===== src/rtl/alu_pkg.sv =====
// alu_pkg: definitions shared by the ALU execute-stage units.
//   state_e        : iterative multiplier FSM states (2-bit encoding)
//   ENC_*          : raw state encodings backing state_e
//   clog2()        : ceil(log2(value)), used to size iteration counters
package alu_pkg;

  localparam logic [1:0] ENC_IDLE = 2'd0;
  localparam logic [1:0] ENC_RUN  = 2'd1;
  localparam logic [1:0] ENC_SIGN = 2'd2;
  localparam logic [1:0] ENC_DONE = 2'd3;

  typedef enum logic [1:0] {
    IDLE = ENC_IDLE,
    RUN  = ENC_RUN,
    SIGN = ENC_SIGN,
    DONE = ENC_DONE
  } state_e;

  // Smallest r with 2**r >= value; a counter reaching WIDTH needs clog2(WIDTH+1) bits.
  function automatic int clog2(input int value);
    int r;
    r = 0;
    for (int i = 0; i < 31; i++) begin
      if ((32'sd1 <<< i) < value) begin
        r = i + 1;
      end else begin
        r = r;
      end
    end
    return r;
  endfunction

endpackage


===== src/rtl/seq_multiplier_cond_negate.sv =====
// cond_negate: combinational two's-complement negate gated by an enable.
//   en : 1 -> y = -d (mod 2^N), 0 -> y = d
//   d  : N-bit input value
//   y  : N-bit result
module cond_negate #(
  parameter int N = 8
) (
  input  logic         en,
  input  logic [N-1:0] d,
  output logic [N-1:0] y
);

  localparam logic [N-1:0] ONE = {{(N-1){1'b0}}, 1'b1};

  assign y = en ? (~d + ONE) : d;

endmodule


===== src/rtl/seq_multiplier.sv =====
// seq_multiplier: iterative shift-add multiplier, signed or unsigned per operation.
//   clk, rst   : rising-edge clock, asynchronous active-high reset
//   ena        : clock enable; all state, outputs and start acceptance hold when low
//   start      : request, accepted in IDLE/DONE on an ena cycle
//   sgn        : 1 = two's-complement operands, 0 = unsigned (latched at start)
//   a, b       : multiplier / multiplicand operands (latched at start)
//   p          : 2*WIDTH-bit product, updated only at completion
//   busy       : high from start-accept edge to completion edge
//   dne        : high from completion edge until the next accepted start
// Operands are reduced to magnitudes at accept time, the magnitude product is
// accumulated one multiplier bit per ena cycle, and the sign is applied once.
module seq_multiplier
  import alu_pkg::*;
#(
  parameter int WIDTH      = 32,
  parameter int EARLY_EXIT = 1
) (
  input  logic               clk,
  input  logic               rst,
  input  logic               ena,
  input  logic               start,
  input  logic               sgn,
  input  logic [WIDTH-1:0]   a,
  input  logic [WIDTH-1:0]   b,
  output logic [2*WIDTH-1:0] p,
  output logic               busy,
  output logic               dne
);

  localparam int              CW       = clog2(WIDTH + 1);
  localparam logic [CW-1:0]   CNT_MAX  = CW'(WIDTH);
  localparam logic [CW-1:0]   CNT_ONE  = {{(CW-1){1'b0}}, 1'b1};
  localparam bit              EE_ON    = (EARLY_EXIT != 0);

  state_e               state_q, state_d;
  logic [WIDTH-1:0]     mplr_q, mplr_d;
  logic [2*WIDTH-1:0]   mcand_q, mcand_d;
  logic [2*WIDTH-1:0]   acc_q, acc_d;
  logic [CW-1:0]        cnt_q, cnt_d;
  logic                 neg_q, neg_d;
  logic [2*WIDTH-1:0]   p_q, p_d;
  logic                 busy_q, busy_d;
  logic                 dne_q, dne_d;

  logic [WIDTH-1:0]     a_mag_s;
  logic [WIDTH-1:0]     b_mag_s;
  logic [2*WIDTH-1:0]   p_signed_s;
  logic                 run_exit_s;

  // Most negative operand maps to 2^(WIDTH-1), which still fits unsigned.
  cond_negate #(.N(WIDTH)) u_neg_a (
    .en (sgn & a[WIDTH-1]),
    .d  (a),
    .y  (a_mag_s)
  );

  cond_negate #(.N(WIDTH)) u_neg_b (
    .en (sgn & b[WIDTH-1]),
    .d  (b),
    .y  (b_mag_s)
  );

  // A zero magnitude negates to zero, so "negative zero" yields p = 0.
  cond_negate #(.N(2*WIDTH)) u_neg_p (
    .en (neg_q),
    .d  (acc_q),
    .y  (p_signed_s)
  );

  assign run_exit_s = (cnt_q == CNT_MAX) || (EE_ON && (mplr_q == {WIDTH{1'b0}}));

  // Next-state and datapath update; everything holds while ena is low.
  always_comb begin
    state_d = state_q;
    mplr_d  = mplr_q;
    mcand_d = mcand_q;
    acc_d   = acc_q;
    cnt_d   = cnt_q;
    neg_d   = neg_q;
    p_d     = p_q;
    busy_d  = busy_q;
    dne_d   = dne_q;
    if (ena) begin
      case (state_q)
        IDLE, DONE: begin
          if (start) begin
            state_d = RUN;
            mplr_d  = a_mag_s;
            mcand_d = {{WIDTH{1'b0}}, b_mag_s};
            acc_d   = {(2*WIDTH){1'b0}};
            cnt_d   = {CW{1'b0}};
            neg_d   = sgn & (a[WIDTH-1] ^ b[WIDTH-1]);
            busy_d  = 1'b1;
            dne_d   = 1'b0;
          end else begin
            state_d = state_q;
          end
        end
        RUN: begin
          // The exit check consumes its own cycle with no arithmetic.
          if (run_exit_s) begin
            state_d = SIGN;
          end else begin
            if (mplr_q[0]) begin
              acc_d = acc_q + mcand_q;
            end else begin
              acc_d = acc_q;
            end
            mplr_d  = mplr_q >> 1;
            mcand_d = mcand_q << 1;
            cnt_d   = cnt_q + CNT_ONE;
          end
        end
        SIGN: begin
          state_d = DONE;
          p_d     = p_signed_s;
          busy_d  = 1'b0;
          dne_d   = 1'b1;
        end
        default: begin
          state_d = IDLE;
          busy_d  = 1'b0;
          dne_d   = 1'b0;
        end
      endcase
    end else begin
      state_d = state_q;
    end
  end

  // State, datapath and output registers.
  always_ff @(posedge clk or posedge rst) begin
    if (rst) begin
      state_q <= IDLE;
      mplr_q  <= {WIDTH{1'b0}};
      mcand_q <= {(2*WIDTH){1'b0}};
      acc_q   <= {(2*WIDTH){1'b0}};
      cnt_q   <= {CW{1'b0}};
      neg_q   <= 1'b0;
      p_q     <= {(2*WIDTH){1'b0}};
      busy_q  <= 1'b0;
      dne_q   <= 1'b0;
    end else begin
      state_q <= state_d;
      mplr_q  <= mplr_d;
      mcand_q <= mcand_d;
      acc_q   <= acc_d;
      cnt_q   <= cnt_d;
      neg_q   <= neg_d;
      p_q     <= p_d;
      busy_q  <= busy_d;
      dne_q   <= dne_d;
    end
  end

  assign p    = p_q;
  assign busy = busy_q;
  assign dne  = dne_q;

endmodule


===== config.mk =====
export PLATFORM = sky130hd
export DESIGN_NAME = seq_multiplier
export DESIGN_NICKNAME = d
export VERILOG_FILES = /design/src/rtl/alu_pkg.sv /design/src/rtl/seq_multiplier_cond_negate.sv /design/src/rtl/seq_multiplier.sv
export SDC_FILE = /design/constraint.sdc
export NUM_CORES = 1
export LEC_CHECK = 0
export CORE_MARGIN = 2
export CORE_UTILIZATION = 61
export CTS_BUF_LIST = sky130_fd_sc_hd__clkbuf_2
export CTS_CLUSTER_SIZE = 28
export DETAILED_ROUTE_END_ITERATION = 8
export PLACE_DENSITY = 0.95
export SLEW_MARGIN = 20
export SYNTH_ARGS = -nofsm -noshare
export SYNTH_HDL_FRONTEND = slang
export SYNTH_SLANG_ARGS = --single-unit

===== constraint.sdc =====
create_clock -name clk -period 10.8 [get_ports clk]
set_input_delay 2.16 -clock clk [delete_from_list [all_inputs] [get_ports clk]]
set_output_delay 2.16 -clock clk [all_outputs]
set_load 0.1 [all_outputs]

Yosys cells after proc, flatten, opt, wreduce, memory -nomap -nowiden
Cells that the tools add are included.
W data, S select, Z words.
Cells by class
  add/subtract/negate cells: 5
  equality and inequality tests: 8
  mux-type cells: 23
  bitwise gates (word level): 7
  reductions and logical operators: 12
Operators by type and width (count)
  $mux W64: 6
  $pmux W64 S2: 2
  $mux W32: 4
  $add A32 B1 Y32 const B: 2
  $add A64 B1 Y64 const B: 1
  $add A64 B64 Y64: 1
  $not A32 Y32: 2
  $not A64 Y64: 1
  $pmux W32 S2: 1
  $logic_not A32 Y1: 1
  $mux W6: 2
  $pmux W6 S2: 1
  $reduce_and A3 Y1: 3
  $ne A2 B2 Y1 const B: 4
  $add A6 B1 Y6 const B: 1
  $eq A6 B6 Y1 const B: 1
  $pmux W2 S3: 1
  $reduce_and A5 Y1: 1
  $eq A2 B2 Y1 const B: 2
  $mux W2: 2
  $pmux W1 S2: 2
  $reduce_and A4 Y1: 1
  $reduce_bool A2 Y1: 2
  $and A1 B1 Y1: 3
  7 further kinds: 8
Word-level totals
  register bits: 235
  input port bits: 69

Logic depth before layout (Yosys ltp)
  depth after elaboration: 5
  depth in mapped cells: 13
  gate-level depth less buffers: 13

By module
From an unflattened synthesis, not the netlist that was laid out.
Unflattened totals
  cell total of the unflattened synthesis: 1852
  area, all modules: 16668.5 µm²
By module, submodules not included
  seq_multiplier: times used 1, cells each 1448, area an instance 13465.4 µm², sequential area each 5880.6 µm²
  cond_negate at u_neg_p: times used 1, cells each 206, area an instance 1649.1 µm², sequential area each 0.0 µm²
  cond_negate at u_neg_a ...: times used 2, cells each 99, area an instance 777.0 µm², sequential area each 0.0 µm²

Worst setup path after synthesis
Ideal clock, no wire load.
  path kind: input-to-reg
  from: input b[11]
  to: register mcand_q[30]
  data arrival time: 4.587 ns
  required time: 10.675 ns
  slack: 6.089 ns
  stages on the path: 10
  cell sequence: or3_1 > or4_1 > or4_1 > nor2_1 > a21oi_1 > a21oi_1 > o21ai_0 > xnor2_1 > o21ai_0 > mux2_2
Between the ends
  word-level cells in the longest chain between the ends: 5
RTL lines
  start: declaration: RTL line seq_multiplier.sv:24  | input logic [WIDTH-1:0] b,
  $not A32 Y32: RTL line seq_multiplier_cond_negate.sv:15  | assign y = en ? (~d + ONE) : d;
  $add A32 B1 Y32: RTL line seq_multiplier_cond_negate.sv:15
  $mux W32: RTL line seq_multiplier_cond_negate.sv:15
  $mux W64: RTL line seq_multiplier.sv:86  | if (start) begin
  $pmux W64 S2: RTL line seq_multiplier.sv:84  | case (state_q)
  end signal: assignment: RTL line seq_multiplier.sv:136  | mcand_q <= {(2*WIDTH){1'b0}};
  end signal: assignment: RTL line seq_multiplier.sv:146  | mcand_q <= mcand_d;
  end: declaration: RTL line seq_multiplier.sv:37  | logic [2*WIDTH-1:0] mcand_q, mcand_d;
No other way between the ends. The select of a mux whose other input is x is not followed.
A chain may end at the register's enable or synchronous reset.

Worst setup path after layout
Same ends and word-level chain as after synthesis.

==> summary.md <==
| Metric | Value |
|---|---|
| Endpoint class of the critical path | `flop` |
| Worst hold path type | `flop to flop` |
| Ports | `135` |
| Starting Density | `0.622` |
| PortBufs | `134` |
| DRT Wirelength | `41500 um` |
| Vias | `14.9k` |
| Power Dens Cells | `266 nW/um2` |
| Share of layout cells above drive strength 1 | `0.0572` |
| Slew Viols, Final | `0` |
| Pin count of the biggest net entering global routing | `105` |
| Post-synth EDFFs | `0` |
| Num rows | `58` |
| Critical path type | `input port to flop` |
| Hold Vio Cnt, Final | `0` |
| Die H | `164 um` |
| Remaining Overflow, GRT | `0` |
| CTS sink cnt | `235` |
| Crit-path cells | `clkdlybuf4s50_1 -> or3_1 -> or4_1 -> or4_1 -> nor2_1 -> a21oi_1 -> a21oi_1 -> o21ai_0 -> xnor2_1 -> o21ai_0 -> mux2_2` |
| MaxCap Viol Count | `0` |
| Core box area | `25300 um2` |
| Most common cell after layout, fill and taps aside | `o21ai_0` |
| Worst Tran Pin Value | `1.01 ns` |
| Tmin final | `4.80 ns` |
| Initial DRC Count | `1147` |
| Die ar. | `27100 um2` |
| DR pass1 iterations | `5` |
| Max Freq | `208 MHz` |
| Hold Buf Count CTS | `0` |
| Slowest-stage cell, CP | `or4_1` |
| Cells after Synth | `1944` |
| Vias in the first global route | `14.5k` |
| Reg clk slew, reported paths | `0.09 ns` |
| Post-route ant nets | `0` |
| Most frequent cells in the layout | `o21ai_0 (301), nand2_1 (292), dfrtp_1 (234)` |
| Async SR Flop Fraction | `1.00` |
| Worst skew pair latency | `0.88 ns` |
| Cell variety after synth | `63` |
| Worst path required time | `11.55 ns` |
| Post-synthesis cell area | `15700 um2` |
| CTS Buf Count | `60` |
| Seq/Total Area, Yosys | `0.374` |
| DP HPWL | `30400 um` |
| Cells resized by post-CTS repair | `0` |
| Startpoint class of the critical path | `input port` |
| Ys Warns | `0` |
| First-pass GRT wire length | `68800 um` |
| Clk root buf | `clkbuf_2` |
| Worst path max stage delay | `0.51 ns` |
| Maximum vdd ir drop | `0.302 mV` |
| H-tree Lvls | `2` |
| Crit Path Max Fanout | `5` |
| Total negative slack | `0 ns` |
| Avg Inst Size Synth | `8.08 um2` |
| WHS Path Cells | `2` |
| Max Root-Sink Buffers | `3` |
| Flops & latches, synth | `235` |
| Design Power | `0.00469 W` |
| WP data arrival | `5.56 ns` |
| DRC | `0` |
| CTS tree | `done` |
| Post-synth top flop | `dfrtp_1` |
| # Post-CTS Setup Buffers | `0` |
| Final setup violation count | `0` |
| Outcome | `finished, final reports clean` |
| Die Span X | `164 um` |
| GPL Wtd Cong | `0.966` |
| Fill cell count | `1970` |
| P_leak | `7.77 nW` |
| Crit share post-route | `0.445` |
| Post-synth net total | `2085` |
| Synth-to-Final Area Change | `12.2%` |
| Vias per cell | `6.22` |
| Worst relative slew slack | `0.324` |
| RSZ-0062 raised after global routing | `no` |
| Initial antenna violation count | `2` |
| Overall Global Routing Usage | `0.311` |
| R2R cell count | `13` |
| Final #Nets | `2174` |
| Skew final | `0.0487 ns` |
| Routed len/inst | `17.3 um` |
-- per-layer routing --
layer | GRT usage | up-vias | share of wire | routed length, um
li1 | - | 7145 | - | -
met1 | 0.399 | 7014 | 0.41 | 17000
met2 | 0.519 | 608 | 0.48 | 19800
met3 | 0.0615 | 138 | 0.075 | 3120
met4 | 0.128 | 0 | 0.038 | 1590
met5 | 0 | - | 0 | 0
-- final cells by class --
type | count | area, um2 | share of cell area
well taps | 330 | 413 | 0.0234
clock inverters | 12 | 71.3 | 0.00404
repair buffers | 143 | 1410 | 0.0801
inverters | 34 | 135 | 0.00766
flip-flops and latches | 235 | 5880 | 0.334
multi-input cells | 1559 | 9310 | 0.528
diodes | 2 | 5.00 | 0.000284
clock buffers | 81 | 405 | 0.0230
-- sequential cells by signal, summed over array words and instances (netlist names) --
signal,cells
acc_q,64
mcand_q,64
p,64
mplr_q,32
cnt_q,6
state_q,2
busy,1
dne,1
neg_q,1
-- critical path, delay by kind of cell --
| kind | cells | cell delay (ns) |
|---|---|---|
| AOI/OAI and AO/OA | 4 | 0.71 |
| buffers and inverters | 1 | 0.46 |
| muxes | 1 | 0.30 |
| and+or+nand+nor | 4 | 1.76 |
| xor gates and xnor gates | 1 | 0.18 |
-- report_power, final --
group	switching [W]	total [W]	internal [W]	leakage, nW
clock network	0.000357	0.000578	0.000222	0.371
registers	0.000248	0.00139	0.00114	3.13
logic	0.00194	0.00272	0.000784	4.27
-- cell usage after synthesis, types with 21 or more instances --
| cell | number | area, um2 |
|---|---|---|
| nor3_1 | 31 | 155 |
| dfrtp_1 | 235 | 5880 |
| a31oi_1 | 21 | 131 |
| a21oi_1 | 161 | 806 |
| xor2_1 | 104 | 911 |
| inv_1 | 34 | 128 |
| nand3_1 | 103 | 515 |
| clkbuf_1 | 103 | 387 |
| a21o_1 | 26 | 195 |
| xnor2_1 | 67 | 587 |
| nand2_1 | 293 | 1100 |
| o21ai_0 | 301 | 1510 |
| o31ai_1 | 34 | 255 |
| nor2_1 | 102 | 383 |
| ha_1 | 71 | 888 |
-- metrics by stage --
| stage | cell area [um2] | setup slack (ns) | utilization | std cells | hold slack [ns] |
|---|---|---|---|---|---|
| final | 17600 | 6.00 | 0.698 | 2396 | 0.481 |
| after detailed placement | 17100 | 5.16 | 0.679 | 2301 | 0.469 |
| after global placement | 17100 | 5.38 | 0.679 | 2301 | 0.460 |
| after floorplan | 15700 | 2.19 | - | 1944 | 0.465 |
| after CTS | 17600 | 6.11 | 0.698 | 2394 | 0.488 |
| after global routing | 17600 | 5.84 | 0.698 | 2396 | 0.504 |
-- final timing paths --
check / start / endpoint / slack (ns)
max reg2reg: acc_q[0]$_DFFE_PP0P_ / acc_q[56]$_DFFE_PP0P_ / 6.61
min: p[13]$_DFFE_PP0P_ / p[13]$_DFFE_PP0P_ / 0.48
max: b[11] / mcand_q[30]$_DFFE_PP0P_ / 6.00
min reg2reg: p[13]$_DFFE_PP0P_ / p[13]$_DFFE_PP0P_ / 0.48
min in group asynchronous: rst / p[38]$_DFFE_PP0P_ / 1.79
max in group asynchronous: rst / p[57]$_DFFE_PP0P_ / 7.80
-- cells by family after synthesis --
logic type | synth area share
adder cells (fa/ha/maj) | 0.0578
AND/OR/NAND/NOR | 0.200
XOR/XNOR | 0.0953
buffers and inverters | 0.0359
AO/OA/AOI/OAI | 0.231
flip-flops | 0.374
multiplexers | 0.00518
Power figures use the tool's default switching activity.
==> RTL change (same flow settings) <==
The parameter `WIDTH` goes from 32 to 16.
--- a/src/rtl/seq_multiplier.sv
+++ b/src/rtl/seq_multiplier.sv
@@ -12,7 +12,7 @@
 module seq_multiplier
   import alu_pkg::*;
 #(
-  parameter int WIDTH      = 32,
+  parameter int WIDTH      = 16,
   parameter int EARLY_EXIT = 1
 ) (
   input  logic               clk,
Ports: changed (resized a, b and p); port bits go from 135 to 71. The function was not compared with the original's and may differ.
==> RTL change against the unedited design <==
  * Sequential share of layout area grew 1.5 points
  * Maximum frequency grew 8.7%
  * Total power shrank 50%
  * Worst setup slack gained 0.39 ns
  * Sequential power shrank 47%
  * Sequential cell count shrank 113
  * Wire length shrank 60%
  * Cell area shrank 50%
  * Clock power shrank 50%
  * Area after synthesis shrank 51%
==> RTL change: results (changes against the unedited design) <==
Post-synth net total: 997 (was 2085). The met3 usage in global routing is 0.04722 (was 0.06153). Family of cells with the greatest summed delay on the critical path: buffers and inverters (was simple AND/OR/NAND/NOR gates). The slew at the pin with the worst max-slew slack is 1.142 ns (was 1.010 ns).

The power in sequential cells came out at 0.743 mW (was 1.39 mW). The fraction of the mapped netlist area in compound gates was 0.2165 (was 0.2314); the detailed-route wire length per cell was 14.52 um (was 17.33 um). The tools report the total iterations of the first detailed-routing run as 7 (was 5). Startpoint of the worst setup timing path: dne (was b[11]). The tools report the number of distinct standard cells referenced by the synthesized netlist as 56 (was 63). The global-route met1 utilization is 0.3345 (was 0.3987). The run gives 7504 um (was 16990 um) as the routed metal-1 wire length. The iteration-0 DRC count of the detailed router came out at 523 (was 1147). The minimum hold slack came out at 0.4976 ns (was 0.4812 ns).

The flow ran to the end, and the final reports show no timing, DRC or antenna violations. The tools report the register area share after synthesis as 0.3951 (was 0.3744). The logs give 2.345 mW (was 4.690 mW) for the total chip power and 17 (was 60) for the number of buffers created by CTS. The setup slack of the most critical reg-to-reg path is 7.41 ns (was 6.61 ns). The met2 usage in global routing is 0.4252 (was 0.5190).

First-pass GRT wire length: 27820 um (was 68750 um). The latest clock arrival within the worst-skew pair was 0.71 ns (was 0.88 ns). The layout cell share with drive strength beyond 1 works out to 0.05306 (was 0.05717). For the routed wire length on met3, the log shows 906 um (was 3115 um). The worst reg2reg path depth was 8 (was 13); the global placer's final weighted congestion was 0.9098 (was 0.9658). The count of inserted antenna diode cells is 0 (was 2), and the power attributed to combinational cells is 1.31 mW (was 2.72 mW). The data arrival time of the critical path was 2.26 ns (was 5.56 ns). The run gives 0.2554 (was 0.3115) as the all-layer global routing usage. The tools report the HPWL after detailed placement as 12090 um (was 30390 um).

Share of synthesized area spent on multiplexers: 0.005182 (was 0.005177). The number of global-route vias before repair is 6031 (was 14490). The run gives 8513 um^2 (was 17150 um^2) as the cell area after placement. The capture point of the worst reg-to-reg path was p[31] (was acc_q[56]). For the pre-CTS setup slack, the log shows 6.201 ns (was 5.164 ns). The initial antenna violation count came out at 0 (was 2). The largest net degree at the start of global routing is 74 (was 105), and the clock-pin slew on the worst setup and hold paths is 0.18 ns (was 0.09 ns). The slowest library cell on the worst path is sky130_fd_sc_hd__clkdlybuf4s50_1 (was sky130_fd_sc_hd__or4_1).

The net switching share of the total power came out at 0.5199 (was 0.5421). Capturing instance or port of the critical path: dne (was mcand_q[30]).
## RTL change: cell types whose count changed in the layout (fill, tap and decap cells not counted), moves of 22 or more
cell	unedited run	this run
sky130_fd_sc_hd__nand3_1	102	63
sky130_fd_sc_hd__clkdlybuf4s50_1	134	70
sky130_fd_sc_hd__a21oi_1	161	65
sky130_fd_sc_hd__dfrtp_1	234	122
sky130_fd_sc_hd__clkbuf_2	81	17
sky130_fd_sc_hd__o21ai_0	301	116
sky130_fd_sc_hd__nor3_1	31	9
sky130_fd_sc_hd__ha_1	70	38
sky130_fd_sc_hd__nand2_1	292	142
sky130_fd_sc_hd__xnor2_1	67	20
sky130_fd_sc_hd__nor2_1	102	55
sky130_fd_sc_hd__xor2_1	104	56
## RTL change: final cells by class
class | instances | area (um^2)
Clock buffer | 17 | 85.08
Inverter | 22 | 85.08
Fill cell | 1010 | 3757
Clock inverter | 15 | 151.4
Timing Repair Buffer | 75 | 738.2
Multi-Input combinational cell | 729 | 4432
Sequential cell | 122 | 3053
Tap cell | 172 | 215.2
